**config.mk**
```make
export PLATFORM = sky130hd
export DESIGN_NAME = y86_instr_encoder
export DESIGN_NICKNAME = d
export VERILOG_FILES = /design/src/rtl/y86_pkg.sv /design/src/rtl/y86_instr_len.sv /design/src/rtl/y86_instr_encoder.sv
export SDC_FILE = /design/constraint.sdc
export NUM_CORES = 1
export LEC_CHECK = 0
export BUFFER_PORTS_ARGS = -buffer_cell sky130_fd_sc_hd__buf_2
export CAP_MARGIN = 20
export CORE_MARGIN = 4
export CORE_UTILIZATION = 35
export DETAILED_ROUTE_END_ITERATION = 6
export HOLD_SLACK_MARGIN = 0.12
export SLEW_MARGIN = 20
export SYNTH_ARGS = -nofsm -noshare
export SYNTH_HDL_FRONTEND = slang
export SYNTH_SLANG_ARGS = --single-unit
```
**constraint.sdc**
```tcl
create_clock -name clk -period 6.92 [get_ports clk]
set_input_delay 0.692 -clock clk [delete_from_list [all_inputs] [get_ports clk]]
set_output_delay 0.692 -clock clk [all_outputs]
set_load 0.01 [all_outputs]
```
**src/rtl/y86_pkg.sv**
```systemverilog
// Shared Y86-64 encoding definitions, used by the instruction encoder and by
// the fetch stage.
//   - icode constants I_HALT..I_POPQ, the "no register" code RNONE
//   - OPq function codes and condition codes for cmovXX/jXX
//   - encoded lengths and the encoder state type
//   - y86_enc_byte(): byte idx of an instruction's standard encoding
package y86_pkg;

  localparam logic [3:0] I_HALT   = 4'h0;
  localparam logic [3:0] I_NOP    = 4'h1;
  localparam logic [3:0] I_CMOVXX = 4'h2;
  localparam logic [3:0] I_IRMOVQ = 4'h3;
  localparam logic [3:0] I_RMMOVQ = 4'h4;
  localparam logic [3:0] I_MRMOVQ = 4'h5;
  localparam logic [3:0] I_OPQ    = 4'h6;
  localparam logic [3:0] I_JXX    = 4'h7;
  localparam logic [3:0] I_CALL   = 4'h8;
  localparam logic [3:0] I_RET    = 4'h9;
  localparam logic [3:0] I_PUSHQ  = 4'hA;
  localparam logic [3:0] I_POPQ   = 4'hB;

  localparam logic [3:0] RNONE = 4'hF;

  // OPq function codes
  localparam logic [3:0] ALU_ADD = 4'h0;
  localparam logic [3:0] ALU_SUB = 4'h1;
  localparam logic [3:0] ALU_AND = 4'h2;
  localparam logic [3:0] ALU_XOR = 4'h3;

  // Condition codes for cmovXX / jXX
  localparam logic [3:0] C_YES = 4'h0;
  localparam logic [3:0] C_LE  = 4'h1;
  localparam logic [3:0] C_L   = 4'h2;
  localparam logic [3:0] C_E   = 4'h3;
  localparam logic [3:0] C_NE  = 4'h4;
  localparam logic [3:0] C_GE  = 4'h5;
  localparam logic [3:0] C_G   = 4'h6;

  localparam logic [3:0] LEN_1  = 4'd1;
  localparam logic [3:0] LEN_2  = 4'd2;
  localparam logic [3:0] LEN_9  = 4'd9;
  localparam logic [3:0] LEN_10 = 4'd10;

  typedef enum logic {
    S_IDLE = 1'b0,
    S_EMIT = 1'b1
  } enc_state_t;

  typedef struct packed {
    logic [3:0]  icode;
    logic [3:0]  ifun;
    logic [3:0]  ra;
    logic [3:0]  rb;
    logic [63:0] valc;
  } y86_instr_t;

  // Byte idx of the encoding of an instruction of length len.
  // Indices past the end of the instruction return 0.
  function automatic logic [7:0] y86_enc_byte(
    input y86_instr_t instr,
    input logic [3:0] len,
    input logic [3:0] idx
  );
    logic [7:0]  b;
    logic [3:0]  sh;
    logic [63:0] shifted;
    b       = 8'h00;
    sh      = 4'd0;
    shifted = 64'd0;
    if (idx == 4'd0) begin
      b = {instr.icode, instr.ifun};
    end else if ((len == LEN_2 || len == LEN_10) && idx == 4'd1) begin
      b = {instr.ra, instr.rb};
    end else if ((len == LEN_10 && idx <= 4'd9) || (len == LEN_9 && idx <= 4'd8)) begin
      // valC is little-endian after the opcode (and register byte if present)
      sh      = (len == LEN_10) ? idx - 4'd2 : idx - 4'd1;
      shifted = instr.valc >> {sh, 3'b000};
      b       = shifted[7:0];
    end
    return b;
  endfunction

endpackage

```
**src/rtl/y86_instr_len.sv**
```systemverilog
// Combinational length and legality decode for one Y86-64 instruction.
//   icode, ifun, rA, rB : instruction fields
//   len                 : encoded length in bytes (1, 2, 9 or 10)
//   legal               : instruction may be encoded
// Macro Y86_ENC_CHECK_EN: when defined, ifun and register fields are also
// validated; otherwise only the icode range is checked here.
module y86_instr_len
  import y86_pkg::*;
(
  input  logic [3:0] icode,
  input  logic [3:0] ifun,
  input  logic [3:0] rA,
  input  logic [3:0] rB,
  output logic [3:0] len,
  output logic       legal
);

  logic icode_ok;
  logic fields_ok;

  always_comb begin
    len = LEN_1;
    case (icode)
      I_HALT, I_NOP, I_RET:                    len = LEN_1;
      I_CMOVXX, I_OPQ, I_PUSHQ, I_POPQ:        len = LEN_2;
      I_JXX, I_CALL:                           len = LEN_9;
      I_IRMOVQ, I_RMMOVQ, I_MRMOVQ:            len = LEN_10;
      default:                                 len = LEN_1;
    endcase
  end

  assign icode_ok = (icode <= I_POPQ);

`ifdef Y86_ENC_CHECK_EN
  always_comb begin
    fields_ok = 1'b1;
    case (icode)
      I_CMOVXX:           fields_ok = (ifun <= C_G) && (rA != RNONE) && (rB != RNONE);
      I_JXX:              fields_ok = (ifun <= C_G);
      I_OPQ:              fields_ok = (ifun <= ALU_XOR) && (rA != RNONE) && (rB != RNONE);
      I_IRMOVQ:           fields_ok = (ifun == 4'h0) && (rA == RNONE) && (rB != RNONE);
      I_RMMOVQ, I_MRMOVQ: fields_ok = (ifun == 4'h0) && (rA != RNONE) && (rB != RNONE);
      I_PUSHQ, I_POPQ:    fields_ok = (ifun == 4'h0) && (rA != RNONE) && (rB == RNONE);
      default:            fields_ok = (ifun == 4'h0);
    endcase
  end
`else
  // Fields are encoded verbatim; only the icode range matters.
  logic unused_fields;
  assign unused_fields = ^{ifun, rA, rB};
  assign fields_ok     = 1'b1;
`endif

  assign legal = icode_ok && fields_ok;

endmodule

```
**src/rtl/y86_instr_encoder.sv**
```systemverilog
// Serialising Y86-64 instruction writer. Accepts one instruction per
// in_valid/in_ready handshake and writes its 1/2/9/10-byte encoding, one byte
// per cycle, to a byte-wide memory port at an auto-incrementing pointer.
//   clk, rst            : clock, synchronous active-high reset
//   in_valid/in_ready   : instruction handshake
//   icode..valC         : instruction fields
//   ptr_load/ptr_value  : reload write pointer (honoured only while idle)
//   mem_we/addr/wdata   : memory write port (registered)
//   wr_ptr              : next free byte address
//   instr_done          : pulse alongside the last byte of an instruction
//   err                 : pulse when an instruction is rejected (no writes)
// Macro Y86_ENC_CHECK_EN enables ifun/register legality checks.
module y86_instr_encoder
  import y86_pkg::*;
#(
  parameter int unsigned ADDR_W    = 10,
  parameter int unsigned BASE_ADDR = 0
) (
  input  logic              clk,
  input  logic              rst,
  input  logic              in_valid,
  output logic              in_ready,
  input  logic [3:0]        icode,
  input  logic [3:0]        ifun,
  input  logic [3:0]        rA,
  input  logic [3:0]        rB,
  input  logic [63:0]       valC,
  input  logic              ptr_load,
  input  logic [ADDR_W-1:0] ptr_value,
  output logic              mem_we,
  output logic [ADDR_W-1:0] mem_addr,
  output logic [7:0]        mem_wdata,
  output logic [ADDR_W-1:0] wr_ptr,
  output logic              instr_done,
  output logic              err
);

  localparam logic [ADDR_W:0] MEM_SIZE = {1'b1, {ADDR_W{1'b0}}};

  enc_state_t        state_reg,     state_next;
  y86_instr_t        instr_reg,     instr_next;
  logic [3:0]        len_reg,       len_next;
  logic [3:0]        cnt_reg,       cnt_next;   // bytes issued so far
  logic [ADDR_W-1:0] wr_ptr_reg,    wr_ptr_next;
  logic              mem_we_reg,    mem_we_next;
  logic [ADDR_W-1:0] mem_addr_reg,  mem_addr_next;
  logic [7:0]        mem_wdata_reg, mem_wdata_next;
  logic              done_reg,      done_next;
  logic              err_reg,       err_next;

  logic [3:0]        len_w;
  logic              legal_w;
  logic [ADDR_W:0]   end_addr;
  logic              fits;
  logic [7:0]        emit_byte [0:15];

  y86_instr_len u_len (
    .icode (icode),
    .ifun  (ifun),
    .rA    (rA),
    .rB    (rB),
    .len   (len_w),
    .legal (legal_w)
  );

  // One past the last byte, in ADDR_W+1 bits so a wrap is detectable.
  assign end_addr = {1'b0, wr_ptr_reg} + {{(ADDR_W-3){1'b0}}, len_w};
  assign fits     = (end_addr <= MEM_SIZE);

  // All byte lanes of the latched instruction; cnt_reg selects one per cycle.
  generate
    for (genvar gi = 0; gi < 16; gi++) begin : g_bytes
      assign emit_byte[gi] = y86_enc_byte(instr_reg, len_reg, 4'(gi));
    end
  endgenerate

  always_comb begin
    state_next     = state_reg;
    instr_next     = instr_reg;
    len_next       = len_reg;
    cnt_next       = cnt_reg;
    wr_ptr_next    = wr_ptr_reg;
    mem_we_next    = 1'b0;
    mem_addr_next  = mem_addr_reg;
    mem_wdata_next = mem_wdata_reg;
    done_next      = 1'b0;
    err_next       = 1'b0;
    case (state_reg)
      S_IDLE: begin
        if (ptr_load) begin
          wr_ptr_next = ptr_value;
        end else if (in_valid) begin
          if (!legal_w || !fits) begin
            err_next = 1'b1;
          end else begin
            // Byte 0 goes out straight from the inputs so the first write
            // lands in the cycle right after the accept.
            state_next     = S_EMIT;
            instr_next     = '{icode: icode, ifun: ifun, ra: rA, rb: rB, valc: valC};
            len_next       = len_w;
            cnt_next       = 4'd1;
            mem_we_next    = 1'b1;
            mem_addr_next  = wr_ptr_reg;
            mem_wdata_next = {icode, ifun};
            done_next      = (len_w == LEN_1);
          end
        end
      end
      S_EMIT: begin
        if (cnt_reg == len_reg) begin
          // Last byte is on the port this cycle; advance the pointer now.
          state_next  = S_IDLE;
          wr_ptr_next = wr_ptr_reg + ADDR_W'(len_reg);
        end else begin
          mem_we_next    = 1'b1;
          mem_addr_next  = wr_ptr_reg + ADDR_W'(cnt_reg);
          mem_wdata_next = emit_byte[cnt_reg];
          done_next      = (cnt_reg == len_reg - 4'd1);
          cnt_next       = cnt_reg + 4'd1;
        end
      end
      default: state_next = S_IDLE;
    endcase
  end

  always_ff @(posedge clk) begin
    if (rst) begin
      state_reg     <= S_IDLE;
      instr_reg     <= '0;
      len_reg       <= 4'd0;
      cnt_reg       <= 4'd0;
      wr_ptr_reg    <= ADDR_W'(BASE_ADDR);
      mem_we_reg    <= 1'b0;
      mem_addr_reg  <= '0;
      mem_wdata_reg <= 8'h00;
      done_reg      <= 1'b0;
      err_reg       <= 1'b0;
    end else begin
      state_reg     <= state_next;
      instr_reg     <= instr_next;
      len_reg       <= len_next;
      cnt_reg       <= cnt_next;
      wr_ptr_reg    <= wr_ptr_next;
      mem_we_reg    <= mem_we_next;
      mem_addr_reg  <= mem_addr_next;
      mem_wdata_reg <= mem_wdata_next;
      done_reg      <= done_next;
      err_reg       <= err_next;
    end
  end

  assign in_ready   = (state_reg == S_IDLE) && !ptr_load;
  assign mem_we     = mem_we_reg;
  assign mem_addr   = mem_addr_reg;
  assign mem_wdata  = mem_wdata_reg;
  assign wr_ptr     = wr_ptr_reg;
  assign instr_done = done_reg;
  assign err        = err_reg;

endmodule

```
==> results of run 1 <==
[cells in the mapped netlist (all sizes together) (5+ instances only)]
| library cell | number |
|---|---|
| a211oi | 28 |
| mux2i | 12 |
| o311ai | 6 |
| and3 | 10 |
| nand2 | 204 |
| or2 | 5 |
| nor2 | 43 |
| ha | 15 |
| buf | 37 |
| mux2 | 8 |
| nand3 | 13 |
| a21oi | 128 |
| o21ai | 12 |
| inv | 14 |
| nor3 | 8 |
| a22oi | 12 |
| xor2 | 11 |
| clkbuf | 24 |
| nand2b | 12 |
| dfxtp | 118 |
| xnor2 | 5 |
| a222oi | 7 |
[per-layer routing]
layer  part of all wire  vias to the layer above  global-route usage
met5                  0                        -                   0
met4              0.021                        0             0.06068
met3              0.062                       32             0.04415
met2               0.47                      193              0.3000
met1               0.45                     2669              0.2375
li1                   -                     2953                   -
[kinds of logic after synthesis]
kind of cell             count (synthesis)  share of synthesized area
AND/OR/NAND/NOR                        320                     0.2238
AO/OA/AOI/OAI                          226                     0.2417
flip-flops                             118                     0.3800
buffers and inverters                   75                    0.05836
multiplexers                            20                    0.03381
adder cells (fa/ha/maj)                 18                    0.03985
XOR/XNOR                                16                    0.02254
[worst max-delay path, delay by kind of cell]
kind,cells,cell delay [ps]
AO/OA/AOI/OAI,4,1020
AND/OR/NAND/NOR,3,560
buffers and inverters,3,690
multiplexers,1,240
adder cells (fa/ha/maj),2,620
[per-stage QoR]
step                       power, W  worst slack [ps]  cells  hold WS, ps
after floorplan           0.0009247              3944    793        431.8
after global placement     0.001004              3052   1088        438.9
after detailed placement   0.001008              2983   1088        442.5
after CTS                  0.001790              3426   1117        449.6
after global routing       0.001853              3111   1117        455.3
final                      0.001777              3394   1117        445.1
[worst max path at each step]
| stage | slack [ps] | endpoint | cells past startpoint | from |
|---|---|---|---|---|
| after floorplan | 3940 | mem_addr[0]$_SDFFE_PP0P_ | 12 | icode[2] |
| after global placement | 3050 | instr_reg[60]$_SDFFE_PP0P_ | 13 | icode[1] |
| after detailed placement | 2980 | instr_reg[56]$_SDFFE_PP0P_ | 13 | icode[1] |
| after CTS | 3430 | instr_reg[64]$_SDFFE_PP0P_ | 13 | icode[1] |
| after global routing | 3110 | instr_reg[50]$_SDFFE_PP0P_ | 13 | icode[1] |
| final | 3390 | emit_byte[121]$_SDFFE_PP0P_ | 13 | icode[1] |
[cell type report]
cell class,instances,area (um^2)
fillers,1794,9981
multi-input cells,600,3493
flip-flops and latches,118,2362
repair buffers,131,673.1
clock buffers,23,457.9
well taps,225,281.5
clock inverters,6,55.05
inverters,14,52.55
[power groups by stage]
stage | clock network [W] | logic, W | registers (W)
final | 0.000784 | 0.000239 | 0.000754
after global placement | 0 | 0.000237 | 0.000767
after global routing | 0.000827 | 0.000268 | 0.000759
after floorplan | 0 | 0.000165 | 0.000760
after CTS | 0.000796 | 0.000241 | 0.000754
after detailed placement | 0 | 0.000240 | 0.000768
==> key figures, run 1 <==
Run status
  – Status: finished, violations left
  – Failing checks: design-rule violations

Place
  – DP HPWL: 13.21 mm
  – Dpl cell area: 0.006863 mm^2
  – IO Port Bufs: 125
  – Gpl congestion: 0.9041

Detailed routing
  – DRC violations left: 25
  – Antenna Nets Post-Route: 0
  – Initial detailed-routing violation count: 482
  – Routed wire length per instance: 16.45 um
  – Initial DRT Pass Iterations: 7
  – Via density: 5.235
  – Drt total wl: 18.38 mm
  – Via Count: 5847

Setup path
  – R2r worst-path depth: 10
  – Setup crit start kind: primary input
  – Worst reg2reg endpoint: emit_byte[121]$_SDFFE_PP0P_
  – CP Capture Type: flop
  – Max FO, Critical Path: 42
  – CP required: 7250 ps
  – WS Path Type: in -> reg
  – CP arrival: 3860 ps
  – R2R setup slack: 3670 ps
  – Reg2reg start: wr_ptr[0]$_SDFFE_PP0P_
  – Slowest stage cell on the critical path: a21o_2
  – Max stage delay on crit path: 630 ps
  – CP cell instances: buf_2, a21oi_1, mux2i_1, ha_1, inv_1, fa_1, and3b_1, o2111ai_2, nand2_1, a21o_2, buf_4, nand2_1, a21oi_1

Power and ir drop
  – Switching Share: 0.2652
  – Flop pwr share: 0.424
  – Max rail drop VDD: 0.1837 mV
  – Logic pwr share: 0.135
  – Power Density: 240.9 mW/mm^2
  – P_leak: 2.843 nW
  – NetSw: 0.0004712 W
  – Internal power: 0.001305 W
  – Clock Power Share: 0.441

Timing
  – Tcrit/Tclk final: 0.5096
  – Slew HR: 0.3086
  – Max Transition Viols Final: 0
  – Max Fclk: 283.6 MHz
  – Worst slew pin tran: 1037 ps
  – Setup violations, final: 0
  – RSZ-0062 raised after global routing: false
  – Endpoints failing hold: 0
  – Minimum clock period: 3526 ps
  – Clock skew: 5.981 ps
  – Setup_tns: 0 ps

Clock network
  – CTS resizes: 0
  – Number of setup buffers added after CTS: 0
  – Post-CTS Hold Buffers: 0
  – Root buffer cell: clkbuf_16
  – Total CTS buffers: 17
  – CTS tree: built
  – Clk sinks: 118
  – Reg clk slew, reported paths: 50 ps
  – Clock Latency Late Sink: 420 ps
  – CTS max path bufs: 2
  – H-tree depth: 4

Floorplan
  – Total Die Area: 0.01996 mm^2
  – Core area: 0.01736 mm^2
  – Top-level port count: 126
  – Initial Util: 0.3582
  – Die Wd: 141.3 um
  – Chip height: 141.3 um
  – Rows: 48

Cells and area
  – Max reg flops: 72
  – Final core occ: 0.4250
  – Layout cells sized above 1: 0.2119
  – Synthesis-to-finish area growth: 18.64%
  – Ant. Diodes: 0
  – Leading cell types in the layout, fill and taps excluded: nand2_1, a21oi_1, buf_2
  – Commonest non-fill, non-tap cell in the layout: nand2_1
  – Fin area: 0.007376 mm^2
  – Final #Nets: 994

Global route
  – Pin count of the biggest net entering global routing: 101
  – Antenna violations before repair: 0
  – GR Util All Layers: 0.1832
  – First-pass GRT wire length: 29.06 mm
  – Number of global-route vias before repair: 5508
  – Total gr overflow: 0

Min path
  – Hold depth: 2
  – Hold Crit Start: mem_wdata[3]$_SDFFE_PP0P_
  – HP Class: reg -> reg
  – Worst Hold Path EP: mem_wdata[3]$_SDFFE_PP0P_

Logic synthesis
  – Mapped cell area: 0.006217 mm^2
  – Cell taking the most area after synthesis: dfxtp_1
  – Syn_area_per_cell: 7.840 um^2
  – Ys Warns: 0
  – Syn Nets: 905
  – Synth top area cells: dfxtp_1, nand2_1, a21oi_1, ha_1, nor2_1
  – Register area share after synthesis: 0.3800
  – Post-Synthesis Cells: 793
  – Ys async rst share: 0
  – Yosys top cell area share: 0.3800
  – Netlist cell types: 63
  – Post-synth EDFFs: 0
  – Ys flop type: dfxtp_1
  – Flops & latches, synth: 118

Flow run
  – Max cap viols: 0
Power figures use the tool's default switching activity.
==> run 2: changes to the inputs <==
==> constraint.sdc (replaced) <==
create_clock -name clk -period 2.86 [get_ports clk]
set_input_delay 0.286 -clock clk [delete_from_list [all_inputs] [get_ports clk]]
set_output_delay 0.286 -clock clk [all_outputs]
set_load 0.01 [all_outputs]
==> run 2 against run 1 <==
The flow now finishes without violations; largest cell class unchanged; setup slack worse by 3100 ps; total power rose to 2.7 times the previous value; sequential power grew 140%; cell count increased by 7.7%; wire length rose by 4.1%; die area stayed put; non-clock buffer count rose by 83.
==> key figures, run 2 (same netlist as run 1, synthesis figures left out) <==
Cells and area
  – Leading cell types in the layout, fill and taps excluded: nand2_1, a21oi_1, buf_2
  – Final #Nets: 1077
  – Final core occ: 0.4803
  – Synthesis-to-finish area growth: 34.09%
  – Commonest non-fill, non-tap cell in the layout: nand2_1
  – Ant. Diodes: 0
  – FF/Latch Area: 0.002362 mm^2
  – Max reg flops: 72
  – Layout fillers: 1753
  – Layout cells sized above 1: 0.2321
  – Footprint of the multi-input gates: 0.003510 mm^2

Power and ir drop
  – P_leak: 3.272 nW
  – Power Density: 567.0 mW/mm^2
  – Overall power: 0.004727 W
  – Max rail drop VDD: 0.4380 mV

Timing
  – Endpoints failing hold: 0
  – Clock skew: 6.877 ps
  – Max Fclk: 384.1 MHz
  – Max Transition Viols Final: 0
  – RSZ-0062 raised after global routing: false
  – Slew HR: 0.4170
  – Tcrit/Tclk final: 0.9103
  – Setup violations, final: 0
  – Minimum clock period: 2604 ps
  – Worst slew pin tran: 871.2 ps

Clock network
  – CTS tree: built
  – H-tree depth: 4
  – CTS max path bufs: 2
  – Reg clk slew, reported paths: 60 ps
  – Clock Latency Late Sink: 420 ps
  – Total CTS buffers: 17
  – Clk sinks: 118
  – Root buffer cell: clkbuf_16

Place
  – IO Port Bufs: 125
  – Gpl congestion: 0.8907
  – DP HPWL: 13.84 mm

Setup path
  – Slowest stage cell on the critical path: o21ai_4
  – CP top delay family: compound AO/OA/AOI/OAI gates
  – Setup crit start kind: flop
  – CP arrival: 2950 ps
  – WP buf/inv: 1
  – CP cell instances: ha_1, inv_1, fa_1, xnor2_1, nor2_1, o211ai_4, o21ai_4, o311ai_1, a21oi_1
  – CP required: 3210 ps
  – Max FO, Critical Path: 26
  – Levels on crit path: 9
  – Max stage delay on crit path: 690 ps
  – CP Capture Type: flop
  – R2r worst-path depth: 9
  – WS Path Type: reg -> reg

Detailed routing
  – Via density: 5.103
  – Routed wire length per instance: 15.90 um
  – Via Count: 6139
  – Antenna Nets Post-Route: 0
  – Drt total wl: 19.13 mm
  – DRC violations left: 0
  – Initial DRT Pass Iterations: 6
  – Initial detailed-routing violation count: 392

Floorplan
  – Total Die Area: 0.01996 mm^2
  – Chip height: 141.3 um
  – Core area: 0.01736 mm^2
  – Rows: 48
  – Initial Util: 0.3582
  – Top-level port count: 126
  – Die Wd: 141.3 um

Global route
  – GR Util All Layers: 0.1934
  – Number of global-route vias before repair: 6030
  – Total gr overflow: 0
  – Pin count of the biggest net entering global routing: 56
  – First-pass GRT wire length: 31.15 mm
  – Antenna violations before repair: 0

Min path
  – HP Class: in -> reg
  – Hold depth: 3

Flow run
  – Max cap viols: 0

Run status
  – Status: completed
==> run 2: changes by cell type in the layout (fill, tap and decap cells not counted), moves of 4 or more <==
cell,delta
clkinv_2,-4
clkbuf_1,-5
buf_12,+6
clkinv_4,+5
buf_4,+20
clkinvlp_4,+4
dlygate4sd3_1,+57
==> run 2: tightest hold or removal path: cells and delay by family <==
kind            cells  cell delay, ps
buf+inv             1             100
compound gates      1              60
simple gates        1              50
==> run 2: final timing paths <==
| path | from | end | slack (ps) |
|---|---|---|---|
| max | wr_ptr[0]$_SDFFE_PP0P_ | mem_wdata[4]$_SDFFE_PP0P_ | 260 |
| min | valC[60] | instr_reg[60]$_SDFFE_PP0P_ | 120 |
| max reg2reg | wr_ptr[0]$_SDFFE_PP0P_ | mem_wdata[4]$_SDFFE_PP0P_ | 260 |
| min reg2reg | instr_reg[43]$_SDFFE_PP0P_ | instr_reg[43]$_SDFFE_PP0P_ | 450 |
==> run 2: report_power, final <==
group	internal, W	leakage (nW)	switching, W	total, W
Combinational	0.000324	2.02	0.000376	0.000700
Sequential	0.00174	0.963	0.0000831	0.00182
Clock	0.00140	0.289	0.000811	0.00221
Total	0.00346	3.27	0.00127	0.00473
==> run 2: through the flow <==
| stage | hold WS [ps] | setup WS (ps) | TNS [ps] | area [um^2] | instances |
|---|---|---|---|---|---|
| floorplan | 422.0 | 290.3 | 0 | 6217 | 793 |
| global placement | 439.7 | -51.48 | -330.2 | 7133 | 1114 |
| detailed placement | 442.8 | -107.1 | -1169 | 7133 | 1114 |
| CTS | 121.0 | 170.2 | 0 | 8320 | 1203 |
| global route | 120.3 | 10.49 | 0 | 8337 | 1203 |
| finish | 122.9 | 256.5 | 0 | 8337 | 1203 |
==> run 2: per-layer routing <==
layer	global-route usage	part of all wire
met4	0.05966	0.021
met2	0.3223	0.47
met3	0.04651	0.057
met5	0	0
met1	0.2481	0.45
==> run 2: cell type report <==
type,instances,area share
multi-input combinational,600,0.4210
tap,225,0.03377
clock inverter,14,0.02131
inverter,14,0.006303
timing repair buffer,214,0.1816
sequential,118,0.2834
clock buffer,18,0.05268
==> run 2: repair_timing <==
item / in CTS / in global routing
hold buffers: 57 / 0
endpoints found under the hold margin: 57 / 0
endpoints found under the setup margin: 0 / 3
buffers inserted: 0 / 0
resized for setup: 0 / 4
